[config.mk]
export PLATFORM = sky130hd
export DESIGN_NAME = machine_csr_unit
export DESIGN_NICKNAME = d
export VERILOG_FILES = /design/src/rtl/machine_csr_unit.sv
export SDC_FILE = /design/constraint.sdc
export NUM_CORES = 2
export LEC_CHECK = 0
export ABC_AREA = 1
export CAP_MARGIN = 10
export CORE_AREA = 2 2 397 399
export CTS_CLUSTER_SIZE = 25
export DETAILED_ROUTE_END_ITERATION = 10
export DIE_AREA = 0 0 399 401
export PLACE_DENSITY = 0.77
export SLEW_MARGIN = 10
export SYNTH_ARGS = -nofsm -noshare
export SYNTH_HDL_FRONTEND = slang
export SYNTH_SLANG_ARGS = --single-unit
[constraint.sdc]
create_clock -name clk_i -period 121.9 [get_ports clk_i]
set_clock_uncertainty 0.15 [all_clocks]
set_input_delay 36.57 -clock clk_i [delete_from_list [all_inputs] [get_ports clk_i]]
set_output_delay 36.57 -clock clk_i [all_outputs]
set_load 0.01 [all_outputs]
[src/rtl/machine_csr_unit.sv]
// Machine-mode CSR file for the RV32 core: trap entry, mret, 64-bit counters, NUM_HPM
// hpmcounters, sampled interrupt pending detect, illegal-access flagging and M/U tracking.
// Optional feature: define CSR_VECTORED_MTVEC_EN to enable vectored mtvec mode.
module machine_csr_unit #(
    parameter logic [31:0] HART_ID = 32'd0,
    parameter int unsigned NUM_HPM = 4,
    parameter logic [31:0] MIMP_ID = 32'd2
) (
    input  logic               clk_i,
    input  logic               rst_i,
    input  logic               csr_re_i,
    input  logic [11:0]        csr_raddr_i,
    output logic [31:0]        csr_rdata_o,
    input  logic               csr_we_i,
    input  logic [11:0]        csr_waddr_i,
    input  logic [31:0]        csr_wdata_i,
    output logic               csr_illegal_o,
    input  logic               instr_ret_i,
    input  logic [NUM_HPM-1:0] hpm_event_i,
    input  logic               trap_i,
    input  logic               trap_irq_i,
    input  logic [4:0]         trap_cause_i,
    input  logic [31:0]        trap_pc_i,
    input  logic [31:0]        trap_val_i,
    input  logic               mret_i,
    input  logic               irq_ext_i,
    input  logic               irq_tmr_i,
    input  logic               irq_sw_i,
    output logic               irq_pending_o,
    output logic [31:0]        trap_target_o,
    output logic [31:0]        mret_target_o,
    output logic [1:0]         priv_lvl_o
);

    localparam logic [1:0]  PrivM = 2'b11;
    localparam logic [1:0]  PrivU = 2'b00;
    localparam logic [31:0] IrqMask = 32'h0000_0888;
    // Counter slots indexed by CSR address [4:0]: 0 cycle, 2 instret, 3.. hpm.
    localparam logic [31:0] CntMask =
        32'h0000_0005 | (32'((64'd1 << NUM_HPM) - 64'd1) << 3);

    logic [1:0]  priv_q, priv_d;
    logic        st_mie_q, st_mie_d;
    logic        st_mpie_q, st_mpie_d;
    logic [1:0]  st_mpp_q, st_mpp_d;
    logic        st_mprv_q, st_mprv_d;
    logic [31:0] mtvec_q, mtvec_d;
    logic [31:0] mepc_q, mepc_d;
    logic [31:0] mcause_q, mcause_d;
    logic [31:0] mtval_q, mtval_d;
    logic [31:0] mscratch_q, mscratch_d;
    logic [31:0] mie_q, mie_d;
    logic [31:0] mip_q, mip_d;
    logic [31:0] mcounteren_q, mcounteren_d;
    logic [31:0] mcountinhibit_q, mcountinhibit_d;
    logic        irq_pending_q, irq_pending_d;
    logic [63:0] cnt_q [32];
    logic [63:0] cnt_d [32];

    logic [31:0] mstatus_val;
    logic [31:0] rd_val;
    logic        rd_illegal;
    logic        wr_illegal;
    logic        wr_en;
    logic [31:0] cnt_ev;
    logic [31:0] trap_base;

    function automatic logic csr_impl(input logic [11:0] a);
        logic impl;
        impl = 1'b0;
        if ((a[11:8] == 4'hB || a[11:8] == 4'hC) && a[6:5] == 2'b00) begin
            impl = CntMask[a[4:0]];
        end else if (a[11:5] == 7'h19 && a[4:0] >= 5'd3) begin
            impl = 1'b1; // mhpmevent3..31 read as zero
        end else begin
            case (a)
                12'h300, 12'h301, 12'h304, 12'h305, 12'h306, 12'h310, 12'h320,
                12'h340, 12'h341, 12'h342, 12'h343, 12'h344,
                12'hF11, 12'hF12, 12'hF13, 12'hF14: impl = 1'b1;
                default: impl = 1'b0;
            endcase
        end
        return impl;
    endfunction

    // Combinational read mux and access legality.
    always_comb begin
        mstatus_val     = '0;
        mstatus_val[3]  = st_mie_q;
        mstatus_val[7]  = st_mpie_q;
        mstatus_val[12:11] = st_mpp_q;
        mstatus_val[17] = st_mprv_q;
        rd_val = '0;
        if ((csr_raddr_i[11:8] == 4'hB || csr_raddr_i[11:8] == 4'hC)
            && csr_raddr_i[6:5] == 2'b00) begin
            rd_val = csr_raddr_i[7] ? cnt_q[csr_raddr_i[4:0]][63:32]
                                    : cnt_q[csr_raddr_i[4:0]][31:0];
        end else begin
            case (csr_raddr_i)
                12'h300: rd_val = mstatus_val;
                12'h301: rd_val = 32'h4000_0100;
                12'h304: rd_val = mie_q;
                12'h305: rd_val = mtvec_q;
                12'h306: rd_val = mcounteren_q;
                12'h320: rd_val = mcountinhibit_q;
                12'h340: rd_val = mscratch_q;
                12'h341: rd_val = mepc_q;
                12'h342: rd_val = mcause_q;
                12'h343: rd_val = mtval_q;
                12'h344: rd_val = mip_q;
                12'hF13: rd_val = MIMP_ID;
                12'hF14: rd_val = HART_ID;
                default: rd_val = '0;
            endcase
        end
        rd_illegal = !csr_impl(csr_raddr_i) || (csr_raddr_i[9:8] > priv_q)
                     || (priv_q == PrivU && csr_raddr_i[11:8] == 4'hC
                         && !mcounteren_q[csr_raddr_i[4:0]]);
        wr_illegal = !csr_impl(csr_waddr_i) || (csr_waddr_i[11:10] == 2'b11)
                     || (csr_waddr_i[9:8] > priv_q);
        wr_en         = csr_we_i && !wr_illegal;
        csr_illegal_o = (csr_re_i && rd_illegal) || (csr_we_i && wr_illegal);
        csr_rdata_o   = (csr_re_i && !rd_illegal) ? rd_val : '0;
    end

    // Trap redirect target from mtvec base, optionally vectored for interrupts.
    always_comb begin
        trap_base = {mtvec_q[31:2], 2'b00};
`ifdef CSR_VECTORED_MTVEC_EN
        trap_target_o = (mtvec_q[1:0] == 2'b01 && trap_irq_i)
                        ? trap_base + {25'd0, trap_cause_i, 2'b00} : trap_base;
`else
        trap_target_o = trap_base;
`endif
    end

    // Next-state: CSR writes first, then mret, then trap override the fields they own.
    always_comb begin
        priv_d          = priv_q;
        st_mie_d        = st_mie_q;
        st_mpie_d       = st_mpie_q;
        st_mpp_d        = st_mpp_q;
        st_mprv_d       = st_mprv_q;
        mtvec_d         = mtvec_q;
        mepc_d          = mepc_q;
        mcause_d        = mcause_q;
        mtval_d         = mtval_q;
        mscratch_d      = mscratch_q;
        mie_d           = mie_q;
        mcounteren_d    = mcounteren_q;
        mcountinhibit_d = mcountinhibit_q;
        mip_d           = '0;
        mip_d[11]       = irq_ext_i;
        mip_d[7]        = irq_tmr_i;
        mip_d[3]        = irq_sw_i;
        irq_pending_d   = (|(mip_q & mie_q & IrqMask)) && (st_mie_q || priv_q == PrivU);

        if (wr_en) begin
            case (csr_waddr_i)
                12'h300: begin
                    if (!trap_i && !mret_i) begin
                        st_mie_d  = csr_wdata_i[3];
                        st_mpie_d = csr_wdata_i[7];
                        st_mpp_d  = (csr_wdata_i[12:11] == PrivM) ? PrivM : PrivU;
                        st_mprv_d = csr_wdata_i[17];
                    end
                end
                12'h304: mie_d = csr_wdata_i & IrqMask;
`ifdef CSR_VECTORED_MTVEC_EN
                12'h305: mtvec_d = {csr_wdata_i[31:2],
                                    (csr_wdata_i[1:0] == 2'b01) ? 2'b01 : 2'b00};
`else
                12'h305: mtvec_d = {csr_wdata_i[31:2], 2'b00};
`endif
                12'h306: mcounteren_d    = csr_wdata_i & CntMask;
                12'h320: mcountinhibit_d = csr_wdata_i & CntMask;
                12'h340: mscratch_d      = csr_wdata_i;
                12'h341: if (!trap_i) mepc_d   = {csr_wdata_i[31:2], 2'b00};
                12'h342: if (!trap_i) mcause_d = csr_wdata_i;
                12'h343: if (!trap_i) mtval_d  = csr_wdata_i;
                default: ;
            endcase
        end

        if (trap_i) begin
            mepc_d    = {trap_pc_i[31:2], 2'b00};
            mcause_d  = {trap_irq_i, 26'd0, trap_cause_i};
            mtval_d   = trap_val_i;
            st_mpie_d = st_mie_q;
            st_mie_d  = 1'b0;
            st_mpp_d  = priv_q;
            priv_d    = PrivM;
        end else if (mret_i) begin
            priv_d    = st_mpp_q;
            st_mie_d  = st_mpie_q;
            st_mpie_d = 1'b1;
            st_mpp_d  = PrivU;
            if (st_mpp_q != PrivM) st_mprv_d = 1'b0;
        end
    end

    // Counter increment with per-half write replacement; the unwritten half keeps the carry.
    always_comb begin
        cnt_ev = CntMask & ((32'(hpm_event_i) << 3) | {29'd0, instr_ret_i, 2'b01});
        for (int i = 0; i < 32; i++) begin
            cnt_d[i] = CntMask[i]
                       ? cnt_q[i] + {63'd0, cnt_ev[i] & ~mcountinhibit_q[i]} : '0;
            if (wr_en && csr_waddr_i[11:8] == 4'hB && csr_waddr_i[6:5] == 2'b00
                && csr_waddr_i[4:0] == 5'(i)) begin
                if (csr_waddr_i[7]) cnt_d[i][63:32] = csr_wdata_i;
                else                cnt_d[i][31:0]  = csr_wdata_i;
            end
        end
    end

    // State registers with asynchronous active-high reset.
    always_ff @(posedge clk_i or posedge rst_i) begin
        if (rst_i) begin
            priv_q          <= PrivM;
            st_mie_q        <= 1'b0;
            st_mpie_q       <= 1'b1;
            st_mpp_q        <= PrivU;
            st_mprv_q       <= 1'b0;
            mtvec_q         <= '0;
            mepc_q          <= '0;
            mcause_q        <= '0;
            mtval_q         <= '0;
            mscratch_q      <= '0;
            mie_q           <= '0;
            mip_q           <= '0;
            mcounteren_q    <= '0;
            mcountinhibit_q <= '0;
            irq_pending_q   <= 1'b0;
            for (int i = 0; i < 32; i++) cnt_q[i] <= '0;
        end else begin
            priv_q          <= priv_d;
            st_mie_q        <= st_mie_d;
            st_mpie_q       <= st_mpie_d;
            st_mpp_q        <= st_mpp_d;
            st_mprv_q       <= st_mprv_d;
            mtvec_q         <= mtvec_d;
            mepc_q          <= mepc_d;
            mcause_q        <= mcause_d;
            mtval_q         <= mtval_d;
            mscratch_q      <= mscratch_d;
            mie_q           <= mie_d;
            mip_q           <= mip_d;
            mcounteren_q    <= mcounteren_d;
            mcountinhibit_q <= mcountinhibit_d;
            irq_pending_q   <= irq_pending_d;
            for (int i = 0; i < 32; i++) cnt_q[i] <= cnt_d[i];
        end
    end

    assign irq_pending_o = irq_pending_q;
    assign mret_target_o = mepc_q;
    assign priv_lvl_o    = priv_q;

endmodule

# After elaboration in Yosys (flattened, before gate mapping)
# Memories as Yosys holds them, arrays and structs flattened.
# Cells that the tools add are included.
# W data, S select, Z words.
# totals
ff_bits	2232
romBits	64
input_bits	140
wordCells	330
mem_count	2
# op_classes
add_sub_neg	6
order_cmp	7
n_eq_ne	72
n_mux	96
bitwise_logic	15
reduce_logical	85
# mem_list
name	depth	width	read_ports	rd_ports_with_merged_regs	write_ports	line	source
(name not given)	32	1	1	0	0	72	impl = CntMask[a[4:0]];
(name not given)	32	1	1	0	0	72	
# op_table
op	n
$mux W64	34
$mux W32	26
$add A64 B1 Y64	6
$pmux W32 S12	1
$bmux W64 S5	1
$eq A12 B10 Y1 const B	24
$eq A12 B12 Y1 const B	8
$eq A5 B5 Y1 const B	16
$logic_and A1 B1 Y1	46
$eq A5 B4 Y1 const B	8
$reduce_or A16 Y1	2
$mux W1	25
$eq A5 B3 Y1 const B	4
$eq A4 B4 Y1 const B	4
$mux W2	8
$reduce_and A2 Y1	8
$eq A7 B5 Y1 const B	2
$and A12 B12 Y12	1
$lt A5 B6 Y1 const B	2
$eq A5 B2 Y1 const B	2
$ge A5 B2 Y1 const B	2
$reduce_bool A2 Y1	5
$reduce_bool A3 Y1	3
$logic_or A1 B1 Y1	8
15 further kinds	35

# Longest topological paths before layout
# depth
ltp_word	14
ltp_mapped	18

# Worst setup path before layout
# No wires, ideal clock.
# synth_timing
path_type	input-to-output
from	in csr_raddr_i[0]
to	out csr_rdata_o[4]
arrival_time_ns	38.230
t_required_ns	85.180
slack_ns	46.950
path_stages	13
n_path_buf	4
cell_sequence	buf_2 -> nand2_1 -> buf_2 -> buf_2 -> clkbuf_1 -> o22ai_1 -> o21ai_0 -> nand2_1 -> nor2_1 -> nand2_1 -> nand3_1 -> nand3_1 -> a21oi_1
# synth_via
elab_chain_cells	11
# synth_rtl
item	line	source
start, declared	12	input logic [11:0] csr_raddr_i,
$eq A12 B10 Y1 (tied with other cells)	76, 99	
$reduce_or A16 Y1	76	case (a)
$mux W1	76	
$mux W1	73	end else if (a[11:5] == 7'h19 && a[4:0] >= 5'd3) begin
$mux W1	71	if ((a[11:8] == 4'hB || a[11:8] == 4'hC) && a[6:5] == 2'b00) begin
$logic_not A1 Y1	116	rd_illegal = !csr_impl(csr_raddr_i) || (csr_raddr_i[9:8] > priv_q)
$logic_or A1 B1 Y1	116	
$logic_or A1 B1 Y1	117	|| (priv_q == PrivU && csr_raddr_i[11:8] == 4'hC
$logic_not A1 Y1	123	csr_rdata_o = (csr_re_i && !rd_illegal) ? rd_val : '0;
$logic_and A1 B1 Y1	123	
$mux W32 *	123	
end, declared	13	output logic [31:0] csr_rdata_o,
# Every way passes the cells marked *; elsewhere a longest branch is shown, timed or not. The select of a mux whose other input is x is not followed.

# Final worst setup path
# layout_timing
from	in csr_raddr_i[1]
to	out csr_rdata_o[22]
# Same word-level chain as after synthesis.

==> impl_metrics.tcl <==
set metrics [dict create \
    clkTransAtPathRegs_ns 0.06 \
    drc 0 \
    clkLatencyLatePin_ns 0.87 \
    cp-end-kind "output port" \
    clock_tree.root_cell "clkbuf_16" \
    peakVddDrop_mv 0.01878 \
    ff_latch_area_um2 55810 \
    drv_slew 0 \
    fmax_ghz 0.01250 \
    cts_tree "built" \
    netlist_top_cells_area "dfrtp_1 (60%), nand2_1 (9.9%), nor2_1 (4.6%)" \
    avgSynthCellArea_um2 9.317 \
    num_vias 79190 \
    ioPinCount 240 \
    netlist.area_leader.share 0.6011 \
    critPathLaunchType "input port" \
    ctsLongestPathBuffers 3 \
    synthArstFlopShare 1.000 \
    synth_cell_types 52 \
    area_delta_synth_final_pct 19.56 \
    final_hold_viol_count 0 \
    fin_crit_sh 0.6563 \
    tns_ns 0 \
    start_util 0.5956 \
    slew_headroom 0.1225 \
    cp.required_ns 85.18 \
    gp_congestion 1.060 \
    grt_antenna_before_repair 23 \
    p_per_area_nw_per_um2 15.02 \
    grt_pass1_wl_mm 508.4 \
    yosysSeqAreaShare 0.6019 \
    synth_cells 9951 \
    setup_viol 0 \
    grt_max_degree 187 \
    die_h_um 401 \
    cts.sinks 2230 \
    multi_input_area_um2 38990 \
    hpwl_mm 230.1 \
    gr-usage-all-layers 0.4362 \
    worstPathMaxFanout 58 \
    ys_seq_elements 2230 \
    synth_edf_count 0 \
    critPathKind "input port to output port" \
    rsz0062_at_grt "false" \
    totalWireLength_mm 347.7 \
    core_um2 155700 \
    period_needed_ns 80.00 \
    drtIter0Drc 10040 \
    worst_pin_slew_ns 1.311 \
    first_pass_iters 8 \
    netlist_area_um2 92720 \
    synth_ff_type "dfrtp_1" \
    timing.final.ws_setup_ns 41.90 \
    hold_path.class "flop to flop" \
    drv_cap 0 \
    worstPathArrival_ns 43.28 \
    ctsHoldBuffers 0 \
    io_buffers 233 \
    ys_warn_count 0 \
    reg2reg_depth 15 \
    grt_pass1_vias 80080 \
    htreeDepth 4 \
    num_rows 145 \
    cts_buffers 219 \
    die_w_um 399 \
    final_nets 11870 \
    p_leak_nw 53.39 \
    cts_resized 0 \
    pre_cts_ws_ns 42.32 \
    layout-drive-gt1-share 0.06782 \
    status "finished, final reports clean" \
    post_cts_buffers 0 \
    ant_nets 0 \
    n_fill_cell 11330 \
    grt_overflow 0 \
    via_per_inst 5.668 \
    routedWlPerCell_um 24.89 \
    die-area_um2 160000 \
    netlist.top_cell.by_area "dfrtp_1" \
    hold_depth 2 \
]
-- power by group --
part | leakage (nW) | switching (mW) | total, mW | internal [mW]
logic | 23.1 | 0.112 | 0.151 | 0.0391
registers | 26.6 | 0.0200 | 0.798 | 0.778
clock network | 3.76 | 0.304 | 0.716 | 0.412
total | 53.4 | 0.436 | 1.66 | 1.23
-- per-stage QoR --
stage	cells	power (mW)	utilization	instance area (um2)	hold WS (ns)
final	13970	1.665	0.7121	110800	0.3234
after CTS	13960	1.659	0.7118	110800	0.3237
after global routing	13960	1.713	0.7120	110800	0.3438
after detailed placement	13550	0.9507	0.6622	103100	0.3094
after floorplan	11620	0.8940	-	98970	0.2922
after global placement	13550	0.9449	0.6622	103100	0.3037
-- routing by layer --
metal / vias to the layer above / track usage / wire length [um]
li1: 34540 / - / -
met1: 39060 / 0.5611 / 128500
met2: 4443 / 0.6488 / 153600
met3: 1134 / 0.1262 / 38470
met4: 12 / 0.2814 / 27080
met5: - / 0 / 86
-- cell usage in the layout (no fill, tap or decap), types with 45 or more instances in the layout --
cell,instances
nand4_1,130
o2111ai_1,132
clkbuf_8,47
o211ai_1,85
or2_2,243
nor4_1,53
inv_1,577
nor2_1,1132
nand3_1,444
nand2_1,2447
clkbuf_1,45
xor2_1,291
nor3_1,160
clkinv_2,45
xnor2_1,75
o21ai_1,86
o21ai_0,624
nand3b_1,65
o22ai_1,358
clkbuf_16,220
a21oi_1,80
dfrtp_1,2227
conb_1,1668
clkdlybuf4s50_1,225
buf_4,133
-- worst max-delay path, cell delays in order --
cell             delay, ns
buf_2                 0.08
buf_4                 0.43
clkinv_2              0.68
buf_4                 0.51
nand2_4               0.69
buf_4                 0.58
buf_4                 0.49
o22ai_1               0.19
o21ai_0               0.77
and3_1                0.45
nand2_1               0.09
nand3_1               0.08
nand2_1               0.33
nand2_1               0.23
nand2_1               0.25
nor2_1                0.17
clkdlybuf4s50_1       0.58
-- layout make-up --
cell class,count,share of cell area
antenna,14,0.0003161
clock buffer,312,0.05702
clock inverter,94,0.01262
inverter,598,0.02043
multi-input combinational,8294,0.3517
sequential,2230,0.5035
tap,2058,0.02323
timing repair buffer,372,0.03121
-- sequential cells by signal, summed over array words and instances, names as in the netlist, 3 cells and up --
register	flops
mtval_q	32
mip_q	3
mie_q	3
mtvec_q	30
mscratch_q	32
mcountinhibit_q	6
cnt_q	2048
mcause_q	32
mcounteren_q	6
mret_target_o	30
-- synth_stat cells, types with 2 or more instances --
cell,n
inv_1,582
inv_2,10
o221ai_1,44
o211ai_1,85
or2_2,243
ha_1,16
and2_1,6
clkbuf_1,312
nor3_1,160
buf_2,137
a211oi_1,16
o21ai_0,624
dfrtp_1,2227
o2111ai_1,132
a21oi_1,80
nor4_1,53
nor2_1,1138
nand3_2,3
nor2_2,11
nand2_1,2453
dfstp_2,3
xor2_1,291
and3_1,13
o2bb2ai_1,2
buf_4,6
a221oi_1,5
buf_1,40
xnor2_1,75
nand3b_1,65
nor3b_1,10
nor2_4,2
nor3_2,3
o31ai_1,3
nand3_1,447
o21a_1,3
a22o_1,3
o22a_1,42
o21ai_1,86
o22ai_1,358
nand4_1,130
clkinv_1,6
a31oi_1,2
a22oi_1,15
-- path summary, 6_finish.rpt --
kind,from,end,slack [ns]
worst min register to register,mtval_q[10],mtval_q[10],0.32
worst min-delay path,mtval_q[10],mtval_q[10],0.32
worst max-delay path,csr_raddr_i[1],csr_rdata_o[22],41.90
worst max register to register,priv_lvl_o[1],mtval_q[7],117.32
min in group asynchronous,rst_i,cnt_q[1461],36.08
max in group asynchronous,rst_i,cnt_q[127],79.59
-- kinds of logic (layout without fill, tap and decap cells) --
kind of cell | Yosys count | count (layout) | share of synthesized area
other | 1 | 1682 | 0.00004045
xor gates and xnor gates | 366 | 366 | 0.03457
AOI/OAI and AO/OA | 1503 | 1503 | 0.09863
DFF | 2230 | 2230 | 0.6019
muxes | 1 | 1 | 0.0001080
and+or+nand+nor | 4740 | 4740 | 0.2162
buffers and inverters | 1094 | 1376 | 0.04640
adders and majority gates | 16 | 16 | 0.002159
No activity file was read; power rests on OpenSTA's default activity.
